**src/rtl/arb4_ctrl_pkg.sv**
```systemverilog
// Shared constants and state type for the 4-requester arbiter.
// State encoding, requester count/id width and arbitration mode values.
package arb4_ctrl_pkg;

  localparam int NREQ = 4;
  localparam int ID_W = 2;

  localparam logic ST_IDLE  = 1'b0;
  localparam logic ST_GRANT = 1'b1;

  localparam logic MODE_FIXED = 1'b0;
  localparam logic MODE_RR    = 1'b1;

  typedef enum logic {
    S_IDLE  = ST_IDLE,
    S_GRANT = ST_GRANT
  } state_t;

endpackage

```
**src/rtl/arb4_ctrl_prio4.sv**
```systemverilog
// Combinational rotated 4-to-2 priority encoder.
// Fixed mode behaves as round-robin with the pointer forced to 0 (order 3 > 2 > 1 > 0).
module arb_prio4
  import arb4_ctrl_pkg::*;
(
  input  logic [NREQ-1:0] req,
  input  logic [ID_W-1:0] ptr,
  input  logic            mode,
  output logic [ID_W-1:0] win_id,
  output logic            win_valid
);

  logic [ID_W-1:0] base;
  logic [NREQ-1:0] rot;
  logic [ID_W-1:0] rank;

  always_comb begin
    base = (mode == MODE_FIXED) ? '0 : ptr;
    rot  = '0;
    // rot[3] is the highest-priority requester (base-1), rot[0] the last grantee.
    for (int m = 0; m < NREQ; m++) begin
      rot[NREQ-1-m] = req[base - ID_W'(m) - ID_W'(1)];
    end

    rank = '0;
    casez (rot)
      4'b1???: rank = 2'd0;
      4'b01??: rank = 2'd1;
      4'b001?: rank = 2'd2;
      4'b0001: rank = 2'd3;
      default: rank = 2'd0;
    endcase

    win_valid = |req;
    win_id    = base - rank - ID_W'(1);
  end

endmodule

```
**src/rtl/arb4_ctrl.sv**
```systemverilog
// Arbiter FSM: registers the winner, enforces the hold limit, inserts one idle cycle between grants.
// All outputs are registered; expire is a one-cycle pulse in the idle cycle after a forced release.
module arb4_ctrl
  import arb4_ctrl_pkg::*;
#(
  parameter int MAX_HOLD = 8,
  parameter int HOLD_W   = 4
) (
  input  logic            clk,
  input  logic            rst_n,
  input  logic [NREQ-1:0] req,
  input  logic            mode,
  output logic [NREQ-1:0] gnt,
  output logic [ID_W-1:0] gnt_id,
  output logic            valid,
  output logic            expire
);

  localparam bit              HOLD_EN   = (MAX_HOLD != 0);
  localparam logic [HOLD_W-1:0] HOLD_LAST = HOLD_W'((MAX_HOLD == 0) ? 0 : MAX_HOLD - 1);

  state_t            state, nxt_state;
  logic [HOLD_W-1:0] hold_cnt, nxt_hold;
  logic [ID_W-1:0]   ptr, nxt_ptr;
  logic [NREQ-1:0]   nxt_gnt;
  logic [ID_W-1:0]   nxt_gnt_id;
  logic              nxt_expire;
  logic [ID_W-1:0]   win_id;
  logic              win_valid;

  arb_prio4 u_prio (
    .req       (req),
    .ptr       (ptr),
    .mode      (mode),
    .win_id    (win_id),
    .win_valid (win_valid)
  );

  always_comb begin
    nxt_state  = state;
    nxt_gnt    = gnt;
    nxt_gnt_id = gnt_id;
    nxt_hold   = hold_cnt;
    nxt_ptr    = ptr;
    nxt_expire = 1'b0;

    case (state)
      S_IDLE: begin
        if (win_valid) begin
          nxt_state  = S_GRANT;
          nxt_gnt    = NREQ'(1) << win_id;
          nxt_gnt_id = win_id;
          nxt_hold   = '0;
          nxt_ptr    = win_id;
        end
      end
      S_GRANT: begin
        // Only the current grantee's request bit matters during a tenure.
        if (!req[gnt_id]) begin
          nxt_state  = S_IDLE;
          nxt_gnt    = '0;
          nxt_gnt_id = '0;
        end else if (HOLD_EN && (hold_cnt == HOLD_LAST)) begin
          nxt_state  = S_IDLE;
          nxt_gnt    = '0;
          nxt_gnt_id = '0;
          nxt_expire = 1'b1;
        end else if (hold_cnt != '1) begin
          nxt_hold = hold_cnt + HOLD_W'(1);
        end
      end
      default: begin
        nxt_state  = S_IDLE;
        nxt_gnt    = '0;
        nxt_gnt_id = '0;
      end
    endcase
  end

  always_ff @(posedge clk or negedge rst_n) begin
    if (!rst_n) begin
      state    <= S_IDLE;
      hold_cnt <= '0;
      ptr      <= '0;
      gnt      <= '0;
      gnt_id   <= '0;
      valid    <= 1'b0;
      expire   <= 1'b0;
    end else begin
      state    <= nxt_state;
      hold_cnt <= nxt_hold;
      ptr      <= nxt_ptr;
      gnt      <= nxt_gnt;
      gnt_id   <= nxt_gnt_id;
      valid    <= |nxt_gnt;
      expire   <= nxt_expire;
    end
  end

endmodule

```
**config.mk**
```make
export PLATFORM = sky130hd
export DESIGN_NAME = arb4_ctrl
export DESIGN_NICKNAME = d
export VERILOG_FILES = /design/src/rtl/arb4_ctrl_pkg.sv /design/src/rtl/arb4_ctrl_prio4.sv /design/src/rtl/arb4_ctrl.sv
export SDC_FILE = /design/constraint.sdc
export NUM_CORES = 1
export LEC_CHECK = 0
export ABC_AREA = 1
export CAP_MARGIN = 20
export CORE_MARGIN = 4
export CORE_UTILIZATION = 45
export DETAILED_ROUTE_END_ITERATION = 16
export GPL_TIMING_DRIVEN = 0
export PLACE_DENSITY = 0.7
export REMOVE_ABC_BUFFERS = 1
export SYNTH_ARGS = -nofsm -noshare
export SYNTH_HDL_FRONTEND = slang
export SYNTH_SLANG_ARGS = --single-unit
```
**constraint.sdc**
```tcl
create_clock -name clk -period 1.9 [get_ports clk]
set_input_delay 0.38 -clock clk [delete_from_list [all_inputs] [get_ports clk]]
set_output_delay 0.38 -clock clk [all_outputs]
set_load 0.03 [all_outputs]
```
==> run_results.csv, run 1 <==
group,metric,value,unit
pwr,ir_drop,0.00101,V
clocking,clk_latency,0.28,ns
global_routing,grt_max_degree,16,
setup_path,cp.required,2.08,ns
run_status,status,"finished, violations left",
setup_path,worstSetupPathType,"flip-flop to flip-flop",
setup_path,ff2ff_setup_slack,-0.15,ns
placement,portBuffers,14,
drt,drt_iter0_drc,27,
run_status,violations,"setup timing",
setup_path,critPathMaxFanout,6,
setup_path,timing.rr.end,"valid",
timing,rsz0062_at_grt,"true",
yosys,ys_seq_elements,15,
setup_path,cp_data_arrival_time,2.23,ns
setup_path,crit_buf_inv,2,
timing,hold_viol,0,
setup_path,worstReg2RegStart,"ptr[0]",
setup_path,path_cells,"buf_6 > nand3_2 > nand2_1 > nand2_1 > nand2_2 > o21bai_4 > ha_4 > xor2_4 > inv_2 > nand2_4 > nand2_2 > nand2_2 > nand2_2 > nor2_2 > nand2_1",
placement,place_congestion,0.768,
drt,avgViaCountPerCell,5.18,
final_layout,diodes,0,
global_routing,first_global_vias,883,
die,rows,16,
die,initial_core_util,48.3,%
clocking,cts_root_buf,"clkbuf_4",
final_layout,nets,164,
final_layout,final_area,0.00126,sq mm
die,core_area,0.00198,sq mm
yosys,synth_top_area_share,39.2,%
timing,slew_violations,0,
setup_path,slowest_stage,"dfrtp_2",
drt,wirelength,2110,um
pwr,leakage,0.656,nW
global_routing,grtUsageTotal,16.3,%
timing,fin_skew,0.00534,ns
global_routing,grt_pass1_wl,3570,um
global_routing,gr-total-overflow,0,
clocking,cts_sinks,15,
yosys,synth_largest_area_cell,"dfrtp_1",
setup_path,r2r_cells,15,
drt,drcViolationCount,0,
global_routing,top_usage_layer,"met2",
global_routing,use_met2,27.5,%
hold_path,hp-class,"input port to async pin",
clocking,cts.clk_slew.worst_paths,0.09,ns
clocking,cts_hold_buf,0,
timing,setup_viol,4,
yosys,syn_avg_cell_area,7.20,sq um
setup_path,path_common_cell,"nand2_2",
timing,slew_headroom,58.2,%
final_layout,utilization,63.8,%
setup_path,cp_top_family,"simple AND/OR/NAND/NOR gates",
clocking,cts_buffer_depth,2,
yosys,synth_area,957,sq um
die,ios,15,
yosys,synth_warnings,0,
setup_path,slowest_delay,0.47,ns
timing,finalCritPeriodShare,108,%
yosys,syn_inst,133,
global_routing,use_met3,2.49,%
drt,post_drt_wl_per_cell,11.7,um
timing,setup_slack,-0.149,ns
final_layout,fill_cells,167,
die,die_h,54.1,um
clocking,cts_tree,"built",
drt,drt_first_pass_iters,4,
timing,period_minus_slack,2.05,ns
placement,post-dp-hpwl,1450,um
final_layout,seqCellArea,377,sq um
yosys,synth.distinct_cells,19,
placement,placed_cell_area,0.00111,sq mm
yosys,yosysSeqAreaShare,39.2,%
flow_run,drv_cap,0,
die,fp.dieW,54.1,um
pwr,power.density,1570,mW/mm^2
die,dieArea,0.00293,sq mm
clocking,h-tree-depth,1,
yosys,ys_top_cells_by_area,"dfrtp_1 (39%), nand2_1 (16%), nand3_1 (8.4%)",
final_layout,syn_to_final_growth,32.0,%
drt,postRouteAntennaNets,0,
setup_path,cp-end-kind,"flip-flop",
global_routing,use_met1,21.8,%
final_layout,multiInputGateArea,574,sq um
final_layout,drive_above_1_share,26.0,%
global_routing,grt_antenna_before_repair,0,
timing,max_freq,488,MHz
timing,worstMarginPinSlew,0.625,ns
clocking,numCtsBuffers,3,
timing,setup_tns,-0.360,ns
drt,num_vias,938,
setup_path,start_kind,"flip-flop",
cells by family after synthesis:
logic type,after synthesis,synth area share (%)
DFF,15,39.2
buffers and inverters,21,9.80
and+or+nand+nor,80,39.3
AOI/OAI and AO/OA,13,7.19
adders and majority gates,2,2.61
xor gates and xnor gates,2,1.83
how the worst max path moves through the flow:
stage	start	endpoint	slack [ns]	depth (start not counted)
6_report	ptr[0]	valid	-0.15	15
5_1_grt	mode	valid	-0.34	16
4_1_cts	ptr[0]	valid	-0.14	15
3_5_place_dp	mode	valid	-1.0	17
3_3_place_gp	mode	valid	-0.92	17
2_1_floorplan	ptr[0]	valid	-0.07	16
synthesized netlist by cell type (all sizes together):
cell type / count
o21bai: 1
xor2: 2
dfrtp: 15
o22ai: 1
inv: 19
nor2: 10
a21oi: 5
nand3: 17
ha: 2
nand4: 2
nand2: 51
buf: 2
o21ai: 6
state kept, by name (all words and copies together) (netlist names):
signal and cells:
gnt_id 2, gnt 4, hold_cnt 4, valid 1, ptr 2, state 1, expire 1
where the power goes:
part / switching [mW] / internal [mW]
logic: 0.769 / 0.502
registers: 0.0949 / 0.434
clock network: 0.102 / 0.0800
total: 0.966 / 1.02
worst reg2reg max path, delay by kind of cell, from the launching register on:
kind / cells / cell delay [ns]
compound gates: 1 / 0.18
xor+xnor: 1 / 0.18
fa+ha+maj: 1 / 0.18
buf+inv: 2 / 0.21
flops: 1 / 0.47
simple gates: 10 / 0.72
area by class of cell:
class,count,share of cell area (%)
Inverter,19,5.64
Clock buffer,3,1.78
Multi-Input combinational cell,97,45.4
Sequential cell,15,29.8
Timing Repair Buffer,19,14.1
Tap cell,27,2.67
Clock inverter,1,0.594
metal layers:
layer  vias up  part of all wire (%)  routed length, um
met1       433                    41                873
met3         8                   6.2                130
met4         0                   1.8                 37
met5         -                     0                  0
li1        463                     -                  -
met2        34                    51               1070
placed cells by master (no fill, tap or decap), types with 2 or more instances in the layout:
cell	count
inv_1	16
nand3_1	14
nor2_2	2
nand2_2	13
clkbuf_4	3
nand2_1	35
nand3_2	3
dlygate4sd2_1	4
a21oi_1	4
nand2_4	3
nor2_1	7
buf_4	4
o21ai_1	5
clkdlybuf4s50_1	9
nand4_1	2
dfrtp_1	14
inv_2	3
metrics by stage:
step / power, mW / worst slack, ns / instances / hold slack, ns
finish: 1.98 / -0.149 / 181 / 0.475
detailed placement: 1.55 / -0.999 / 172 / 0.486
global route: 2.17 / -0.336 / 181 / 0.527
CTS: 1.83 / -0.143 / 180 / 0.504
floorplan: 1.28 / -0.0728 / 131 / 0.0844
global placement: 1.53 / -0.925 / 172 / 0.482
repair_timing:
| item | CTS | global route |
|---|---|---|
| endpoints found under the setup margin | 9 | 7 |
| resized for setup | 17 | 12 |
| buffers inserted | 4 | 1 |
| pin swaps | 6 | 13 |
| cloned | 0 | 0 |
(Power assumes the default switching activity.)
==> run 2: changes to the inputs <==
--- a/config.mk
+++ b/config.mk
@@ -7,11 +7,14 @@
 export LEC_CHECK = 0
 export ABC_AREA = 1
 export CAP_MARGIN = 20
-export CORE_MARGIN = 4
-export CORE_UTILIZATION = 45
+export CELL_PAD_IN_SITES_DETAIL_PLACEMENT = 0
+export CELL_PAD_IN_SITES_GLOBAL_PLACEMENT = 2
+export CORE_MARGIN = 10
+export CORE_UTILIZATION = 26
 export DETAILED_ROUTE_END_ITERATION = 16
 export GPL_TIMING_DRIVEN = 0
-export PLACE_DENSITY = 0.7
+export HOLD_SLACK_MARGIN = 0.08
+export PLACE_DENSITY = 0.72
 export REMOVE_ABC_BUFFERS = 1
 export SYNTH_ARGS = -nofsm -noshare
 export SYNTH_HDL_FRONTEND = slang
==> run 2 against run 1 <==
Net effect: the flow still finishes with violations (setup timing); final cell count increased by 10%; sequential power increased by 2%; first-iteration DRC count unchanged; sequential cell count unchanged; critical endpoint unchanged; routed wire length increased by 8.6%; worst hold slack improved by 0.034 ns; die area increased by 120%.
==> run_results.csv, run 2 (synthesis gave the netlist of run 1 again) <==
group,metric,value,unit
run_status,status,"finished, violations left",
run_status,violations,"setup timing",
pwr,p_int,1.10,mW
clocking,numCtsBuffers,3,
final_layout,diodes,0,
pwr,pwr-share-clk,12.5,%
placement,place_congestion,0.779,
final_layout,fill_cells,361,
final_layout,nets,164,
hold_path,hp-class,"flip-flop to flip-flop",
drt,drt_first_pass_iters,4,
final_layout,stdcell_count,200,
timing,hold_ws,0.509,ns
timing,rsz0062_at_grt,"true",
timing,slew_headroom,55.6,%
clocking,h-tree-depth,1,
placement,post-dp-hpwl,1750,um
setup_path,cp-end-kind,"flip-flop",
drt,postRouteAntennaNets,0,
clocking,clk_latency,0.25,ns
global_routing,grt_antenna_before_repair,0,
setup_path,cp.required,2.04,ns
timing,hold_viol,0,
final_layout,syn_to_final_growth,38.0,%
final_layout,multiInputGateArea,597,sq um
die,die_h,80.7,um
final_layout,seqCellArea,378,sq um
drt,drcViolationCount,0,
timing,max_freq,489,MHz
clocking,cts_sinks,15,
pwr,leakage,0.670,nW
global_routing,first_global_vias,894,
final_layout,reg_top3,"gnt: 4 flops, hold_cnt: 4 flops",
drt,drt_iter0_drc,27,
timing,setup_viol,3,
drt,avgViaCountPerCell,4.41,
clocking,cts.clk_slew.worst_paths,0.06,ns
pwr,switching_share,47.9,%
timing,worstMarginPinSlew,0.664,ns
pwr,p_comb_share,62.0,%
pwr,sequentialPowerShare,25.5,%
setup_path,cp_data_arrival_time,2.19,ns
timing,setup_tns,-0.257,ns
die,core_area,0.00344,sq mm
global_routing,gr-total-overflow,0,
drt,num_vias,881,
die,initial_core_util,27.8,%
clocking,cts_buffer_depth,2,
die,fp.dieW,80.7,um
clocking,cts_root_buf,"clkbuf_8",
timing,fin_skew,0.000991,ns
pwr,ir_drop,0.000659,V
timing,finalCritPeriodShare,108,%
drt,post_drt_wl_per_cell,11.5,um
final_layout,final_common_cell,"nand2_1",
clocking,cts_tree,"built",
pwr,switching_power,1.01,mW
setup_path,critPathMaxFanout,6,
global_routing,grtUsageTotal,7.23,%
final_layout,drive_above_1_share,28.6,%
placement,pre_cts_ws,-1.02,ns
setup_path,start_kind,"flip-flop",
placement,portBuffers,14,
timing,period_minus_slack,2.05,ns
final_layout,most-common-layout-cells,"nand2_1 (33), inv_1 (15), nand2_2 (14)",
drt,wirelength,2290,um
global_routing,grt_pass1_wl,3860,um
setup_path,worstSetupPathType,"flip-flop to flip-flop",
die,rows,21,
timing,slew_violations,0,
placement,place_inst,191,
flow_run,drv_cap,0,
die,ios,15,
timing,setup_slack,-0.147,ns
pwr,power.density,1600,mW/mm^2
die,dieArea,0.00651,sq mm
global_routing,grt_max_degree,16,
## run 2: changes by cell type in the layout (fill, tap and decap cells not counted), moves of 2 or more
cell and change:
clkbuf_4 -3, nor2_2 -2, nand3_1 -2, nand2_1 -2
nor2_1 +2, clkbuf_8 +3
## run 2: power groups by stage
stage / registers (mW) / logic [mW] / clock network (mW)
floorplan: 0.623 / 0.660 / 0
CTS: 0.535 / 1.16 / 0.268
detailed placement: 0.538 / 1.05 / 0
global placement: 0.536 / 1.03 / 0
finish: 0.539 / 1.31 / 0.264
global route: 0.555 / 1.47 / 0.285
## run 2: final cells by class
type,count,area share (%)
tap,46,4.36
sequential,15,28.6
inverter,19,5.40
clock buffer,3,3.12
multi-input combinational,97,45.2
clock inverter,1,0.379
timing repair buffer,19,13.0
## run 2: worst max-delay path, stage by stage (launching register included)
cell and delay, ns:
dfrtp_2 0.45, buf_6 0.15, nand3_2 0.08, nand2_2 0.09, nand2_2 0.08, a21oi_4 0.17
o21bai_4 0.07, ha_4 0.18, xor2_4 0.20, nand3_4 0.13, nand4_1 0.11, nand2_1 0.08
nor2_1 0.10, nand2_1 0.06
## run 2: layer usage
layer	track usage [%]	vias to the layer above	wire, um	share of wire (%)
li1	-	460	-	-
met1	9.17	403	1140	50
met2	10.7	14	975	43
met3	2.78	4	152	6.6
met4	2.77	0	20	0.87
met5	0	-	0	0
## run 2: path summary, 6_finish.rpt
kind	start	end	slack (ns)	cells after the start
worst max-delay path	ptr[0]	valid	-0.15	13
worst min-delay path	gnt[1]	gnt[1]	0.51	2
worst max register to register	ptr[0]	valid	-0.15	13
worst min register to register	gnt[1]	gnt[1]	0.51	2
max in group asynchronous	rst_n	ptr[0]	0.90	1
min in group asynchronous	rst_n	hold_cnt[0]	0.54	1
## run 2: repair_timing
action                                  4_1_cts  5_1_grt
pin swaps                                    18       17
endpoints found under the setup margin        9        7
buffers inserted                              4        1
hold buffers                                  0        0
resized for setup                            25       12
endpoints found under the hold margin         0        0
## run 2: through the flow
stage / total power, mW / util, % / area [sq um]
floorplan: 1.28 / - / 935
global placement: 1.57 / 32.9 / 1130
detailed placement: 1.58 / 32.9 / 1130
CTS: 1.96 / 36.3 / 1250
global route: 2.31 / 38.4 / 1320
finish: 2.12 / 38.4 / 1320
